**config.mk**
```make
export PLATFORM = sky130hd
export DESIGN_NAME = fir_stream_sink_flat
export DESIGN_NICKNAME = d
export VERILOG_FILES = /design/src/rtl/fir_stream_sink_if.sv /design/src/rtl/fir_stream_sink.sv /design/src/flat_wrapper.sv
export SDC_FILE = /design/constraint.sdc
export NUM_CORES = 1
export LEC_CHECK = 0
export CORE_ASPECT_RATIO = 1.4
export CORE_UTILIZATION = 45
export DETAILED_ROUTE_END_ITERATION = 7
export HOLD_SLACK_MARGIN = 0.1
export PLACE_DENSITY_LB_ADDON = 0.25
export SYNTH_ARGS = -nofsm -noshare
export SYNTH_HDL_FRONTEND = slang
export SYNTH_SLANG_ARGS = --single-unit
```
**constraint.sdc**
```tcl
create_clock -name clk -period 9.65 [get_ports clk]
set_input_delay 2.4125 -clock clk [delete_from_list [all_inputs] [get_ports clk]]
set_output_delay 2.4125 -clock clk [all_outputs]
set_load 0.03 [all_outputs]
```
**src/rtl/fir_stream_sink_if.sv**
```systemverilog
// Downstream lane-word stream of fir_stream_sink.
// master drives the words, slave returns m_ready.
interface fir_stream_sink_if #(
  parameter int LANE_W = 32
);
  logic [LANE_W-1:0] m_data;
  logic [1:0]        m_lane;
  logic              m_last;
  logic              m_valid;
  logic              m_ready;

  modport master (
    output m_data, m_lane, m_last, m_valid,
    input  m_ready
  );

  modport slave (
    input  m_data, m_lane, m_last, m_valid,
    output m_ready
  );
endinterface

```
**src/rtl/fir_stream_sink.sv**
```systemverilog
// Filter-output sink: beat FIFO + 3-lane serializer.
// Optional FIR_SINK_STATS_EN adds drop_cnt / ovf_cnt.
module fir_stream_sink #(
  parameter int DEPTH  = 4,
  parameter int LANE_W = 32
) (
  input  logic                  clk,
  input  logic                  rst,
  input  logic [3*LANE_W-1:0]   ast_sink_data,
  input  logic                  ast_sink_valid,
  input  logic [1:0]            ast_sink_error,
  fir_stream_sink_if.master     dn,
  output logic [$clog2(DEPTH):0] fifo_level,
  output logic                  ovf_sticky
`ifdef FIR_SINK_STATS_EN
  ,
  output logic [15:0]           drop_cnt,
  output logic [15:0]           ovf_cnt
`endif
);

  localparam int AW = $clog2(DEPTH);
  localparam int LW = AW + 1;
  localparam logic [AW:0] FULL = LW'(DEPTH);

  typedef enum logic [1:0] {
    IDLE,
    L0,
    L1,
    L2
  } state_t;

  state_t state, state_nxt;

  logic [3*LANE_W-1:0] mem [DEPTH];
  logic [3*LANE_W-1:0] hold;
  logic [AW-1:0]       wr_ptr;
  logic [AW-1:0]       rd_ptr;

  logic push;
  logic bad;
  logic avail;
  logic load;
  logic accept;
  logic ovf;

  assign push   = ast_sink_valid && (ast_sink_error == 2'b00);
  assign bad    = ast_sink_valid && (ast_sink_error != 2'b00);
  assign avail  = (fifo_level != '0);
  // a load frees a slot, so a full FIFO can still take a beat
  assign accept = push && ((fifo_level < FULL) || load);
  assign ovf    = push && !accept;

  always_comb begin
    state_nxt = state;
    load      = 1'b0;
    unique case (state)
      IDLE: begin
        if (avail) begin
          load      = 1'b1;
          state_nxt = L0;
        end
      end
      L0: if (dn.m_ready) state_nxt = L1;
      L1: if (dn.m_ready) state_nxt = L2;
      L2: begin
        if (dn.m_ready) begin
          if (avail) begin
            load      = 1'b1;
            state_nxt = L0;
          end else begin
            state_nxt = IDLE;
          end
        end
      end
      default: state_nxt = IDLE;
    endcase
  end

  always_ff @(posedge clk or posedge rst) begin
    if (rst) begin
      state <= IDLE;
    end else begin
      state <= state_nxt;
    end
  end

  always_ff @(posedge clk) begin
    if (accept) begin
      mem[wr_ptr] <= ast_sink_data;
    end
  end

  always_ff @(posedge clk or posedge rst) begin
    if (rst) begin
      wr_ptr     <= '0;
      rd_ptr     <= '0;
      fifo_level <= '0;
      hold       <= '0;
      ovf_sticky <= 1'b0;
    end else begin
      if (accept) wr_ptr <= wr_ptr + 1'b1;
      if (load) begin
        rd_ptr <= rd_ptr + 1'b1;
        hold   <= mem[rd_ptr];
      end
      unique case ({accept, load})
        2'b10:   fifo_level <= fifo_level + 1'b1;
        2'b01:   fifo_level <= fifo_level - 1'b1;
        default: fifo_level <= fifo_level;
      endcase
      if (ovf) ovf_sticky <= 1'b1;
    end
  end

`ifdef FIR_SINK_STATS_EN
  always_ff @(posedge clk or posedge rst) begin
    if (rst) begin
      drop_cnt <= '0;
      ovf_cnt  <= '0;
    end else begin
      if (bad && drop_cnt != 16'hFFFF) drop_cnt <= drop_cnt + 1'b1;
      if (ovf && ovf_cnt != 16'hFFFF)  ovf_cnt  <= ovf_cnt + 1'b1;
    end
  end
`else
  logic unused_bad;
  assign unused_bad = bad;
`endif

  always_comb begin
    dn.m_valid = (state != IDLE);
    dn.m_last  = (state == L2);
    dn.m_lane  = 2'd0;
    dn.m_data  = hold[0 +: LANE_W];
    unique case (1'b1)
      (state == L1): begin
        dn.m_lane = 2'd1;
        dn.m_data = hold[LANE_W +: LANE_W];
      end
      (state == L2): begin
        dn.m_lane = 2'd2;
        dn.m_data = hold[2*LANE_W +: LANE_W];
      end
      default: begin
        dn.m_lane = 2'd0;
        dn.m_data = hold[0 +: LANE_W];
      end
    endcase
  end

endmodule
```
**src/flat_wrapper.sv**
```systemverilog
// flat-port wrapper written by rule: the top's interface ports become plain ports
module fir_stream_sink_flat 
#(
  parameter int DEPTH  = 4,
  parameter int LANE_W = 32
)
  (clk, rst, ast_sink_data, ast_sink_valid, ast_sink_error, fifo_level, ovf_sticky, dn_m_data, dn_m_lane, dn_m_last, dn_m_valid, dn_m_ready);
  fir_stream_sink_if #(.LANE_W(LANE_W)) dn_i ();
  input  logic clk;
  input  logic rst;
  input  logic [3*LANE_W-1:0] ast_sink_data;
  input  logic ast_sink_valid;
  input  logic [1:0] ast_sink_error;
  output logic [$clog2(DEPTH):0] fifo_level;
  output logic ovf_sticky;
  output wire logic [$bits(dn_i.m_data)-1:0] dn_m_data;
  output wire logic [$bits(dn_i.m_lane)-1:0] dn_m_lane;
  output wire logic [$bits(dn_i.m_last)-1:0] dn_m_last;
  output wire logic [$bits(dn_i.m_valid)-1:0] dn_m_valid;
  input wire logic [$bits(dn_i.m_ready)-1:0] dn_m_ready;
  assign dn_m_data = dn_i.m_data;
  assign dn_m_lane = dn_i.m_lane;
  assign dn_m_last = dn_i.m_last;
  assign dn_m_valid = dn_i.m_valid;
  assign dn_i.m_ready = dn_m_ready;
  fir_stream_sink #(.DEPTH(DEPTH), .LANE_W(LANE_W)) u_core (.clk(clk), .rst(rst), .ast_sink_data(ast_sink_data), .ast_sink_valid(ast_sink_valid), .ast_sink_error(ast_sink_error), .dn(dn_i), .fifo_level(fifo_level), .ovf_sticky(ovf_sticky));
endmodule
```
==> summary.txt <==
Status
  • Status: completed

Setup path
  • Setup crit end kind: output pin
  • Required @ worst endpoint: 7240 ps
  • Most common cell on crit path: nand2_1
  • Cell count of the worst reg-to-reg path: 7
  • Crit path DAT: 3420 ps
  • Startpoint Class: flip-flop
  • Kind of critical path: reg2out
  • CP Cell Sequence: inv_1 > ha_2 > nor2_4 > buf_4 > nand2_1 > nand2_1 > clkdlybuf4s50_1
  • Worst Setup SP: u_core.state[0]
  • CP max stage delay: 690 ps
  • Critical R2R Launch: u_core.state[0]
  • Slowest cell on the critical path: clkdlybuf4s50_1
  • Crit path max fanout: 35

Die
  • Initial Utilization: 0.4594
  • Die Width: 173.8 µm
  • # rows: 87
  • Die area: 0.04217 mm²
  • Core area: 0.04049 mm²
  • Io pins: 142
  • Chip height: 242.6 µm

Synthesis
  • Synthesized area per cell: 21.26 µm²
  • Multiplexer share of the synthesized area: 0.1777
  • Post-synth ARST share: 0.2163
  • Post-synth top area share: 0.6199
  • Top cell type by total area after synthesis: edfxtp_1
  • YS warnings: 0
  • Commonest register cell after synthesis: edfxtp_1
  • Post-Syn Area: 0.01860 mm²
  • Synth cell types: 31
  • Top cells by area, synth: edfxtp_1, dfrtp_1, mux4_2, mux2_2, nand2_1
  • Post-synthesis simple-gate area fraction: 0.01789
  • Compound-gate portion of the synthesized area: 0.01547
  • Post-Synth XOR/XNOR Area: 0.002825
  • Post-Synthesis Net Count: 989
  • Most frequent cell after synthesis: edfxtp_1
  • Number of flops mapped to enable cells by yosys: 384
  • Post-Synthesis Cells: 875
  • Largest family of logic cells by synthesized area: multiplexers
  • Synthesis-stage register bit count: 490
  • Seq/Total Area, Yosys: 0.7624
  • Adder-Cell Fraction of Synth Area: 0.008475
  • Synth cell count leaders: edfxtp_1, dfrtp_1, mux4_2

Cells and area
  • Final instance area: 0.02210 mm²
  • Layout cell share with drive strength beyond 1: 0.2670
  • Filler cell count: 3165
  • Final cell count without fillers: 1609
  • Post-layout net count: 1147
  • Area Growth Syn to Fin: 18.78%

STA
  • Highest clock rate: 171.5 MHz
  • Slew Limit Fails: 0
  • Tmin final: 5831 ps
  • Endpoints failing hold: 0
  • RSZ-0062 raised after global routing: no
  • Period utilization: 0.6042
  • Setup Skew: 20.17 ps
  • Worst-margin pin slew: 1135 ps
  • Setup violators final: 0
  • Slew HR: 0.2433
  • Worst hold margin: 492.6 ps
  • TNS Setup: 0 ps
  • Final setup margin: 3819 ps

Min path
  • Hold Crit Class: reg2reg
  • Hold Crit Start: u_core.ovf_sticky
  • Worst hold stages: 1

Drt
  • WL final: 37.67 mm
  • Routed WL per cell: 23.41 µm
  • Iter 0 DRT Violations: 549
  • Post-route ant nets: 0
  • Via count: 8625
  • DRC Markers: 0
  • DR pass1 iterations: 5
  • Via/cell ratio: 5.360

Place
  • Placed instance count: 1518
  • Cell area after placement: 0.02055 mm²
  • RePlAce Congestion: 0.7462
  • Dpl hpwl: 22.32 mm
  • Pre-CTS WS: 3851 ps
  • IO Port Bufs: 141

Clocking
  • H-tree Lvls: 2
  • CTS Sinks: 490
  • Reg clk slew, reported paths: 70 ps
  • CTS root buffer: clkbuf_16
  • Resized Gates After CTS: 0
  • CTS tree: done
  • Hold_buf cts: 0
  • Post-CTS Setup Inserts: 0
  • Inserted Clock Buffers: 47
  • Worst skew pair latency: 560 ps
  • Clk buf depth: 3

GRT
  • Antenna violations before repair: 6
  • First-pass GRT wire length: 57.26 mm
  • Largest net degree at the start of global routing: 68
  • Total gr overflow: 0
  • Vias in the first global route: 9172
  • Overall routing resource usage: 0.1833

Pwr
  • Worst VDD drop: 204.1 µV
  • Power Density: 316.8 mW/mm²
  • Leak: 7.556 nW

Run
  • Max_cap viols: 0
registers in the layout, indices dropped and copies added (netlist names):
| name | flops |
|---|---|
| u_core.mem | 384 |
| u_core.fifo_level | 3 |
| u_core.state | 2 |
| u_core.rd_ptr | 2 |
| u_core.ovf_sticky | 1 |
| u_core.hold | 96 |
| u_core.wr_ptr | 2 |
cell usage in the layout, fill, tap and decap left out, types with 2 or more instances in the layout:
cell type,n
edfxtp_1,384
clkdlybuf4s50_1,141
dfrtp_1,104
mux4_2,96
mux2_2,90
nand2_1,68
clkbuf_16,48
a22oi_1,32
clkbuf_1,12
buf_4,11
inv_1,9
ha_1,9
clkinv_2,9
mux2_4,8
clkinv_1,6
diode_2,4
and2_4,4
clkbuf_8,4
bufinv_16,4
xor2_1,3
nor2_1,3
xnor2_1,3
a21oi_1,2
ha_2,2
dfrtp_4,2
where the power goes:
part	total, W	internal, W	switching, W
Combinational	0.00231	0.00114	0.00116
Sequential	0.00287	0.00261	0.000261
Clock	0.00182	0.00106	0.000764
metal layers:
metal	part of all wire	GRT usage	vias up	routed length (µm)
met5	0.00061	0	-	23
met4	0.023	0.06037	4	852
met2	0.52	0.3116	193	19700
li1	-	-	3818	-
met3	0.043	0.03008	57	1630
met1	0.41	0.2407	4553	15470
layout make-up:
class | count | area (µm²) | area share
flip-flops and latches | 490 | 14190 | 0.6422
multi-input cells | 332 | 4159 | 0.1882
repair buffers | 152 | 1494 | 0.06761
clock buffers | 64 | 1301 | 0.05889
well taps | 534 | 668.1 | 0.03024
clock inverters | 23 | 232.7 | 0.01053
inverters | 10 | 40.04 | 0.001812
diodes | 4 | 10.01 | 0.0004530
per-stage QoR:
stage                 util  power (W)
CTS                 0.5454   0.007103
global route        0.5455   0.007326
detailed placement  0.5075   0.005278
floorplan                -   0.004502
global placement    0.5075   0.005242
finish              0.5457   0.007000
kinds of logic (layout without fill, tap and decap cells):
logic type,count (synthesis),after routing
other,0,4
multiplexers,195,195
XOR/XNOR,6,6
AO/OA/AOI/OAI,39,39
AND/OR/NAND/NOR,80,80
adder cells (fa/ha/maj),12,12
flip-flops,490,490
buffers and inverters,53,249
path summary, 6_finish.rpt:
check | to | slack, ps
min | u_core.ovf_sticky | 490
min in group asynchronous | u_core.hold[42] | 2380
max | dn_m_data[5] | 3820
max reg2reg | u_core.mem[1][59] | 5520
max in group asynchronous | u_core.rd_ptr[0] | 5970
min reg2reg | u_core.ovf_sticky | 490
critical path, delay by kind of cell, from the launching register on:
| kind | cells | cell delay [ps] |
|---|---|---|
| flip-flops | 1 | 450 |
| buffers and inverters | 3 | 1280 |
| adder cells (fa/ha/maj) | 1 | 560 |
| AND/OR/NAND/NOR | 3 | 550 |
Power figures use the tool's default switching activity.
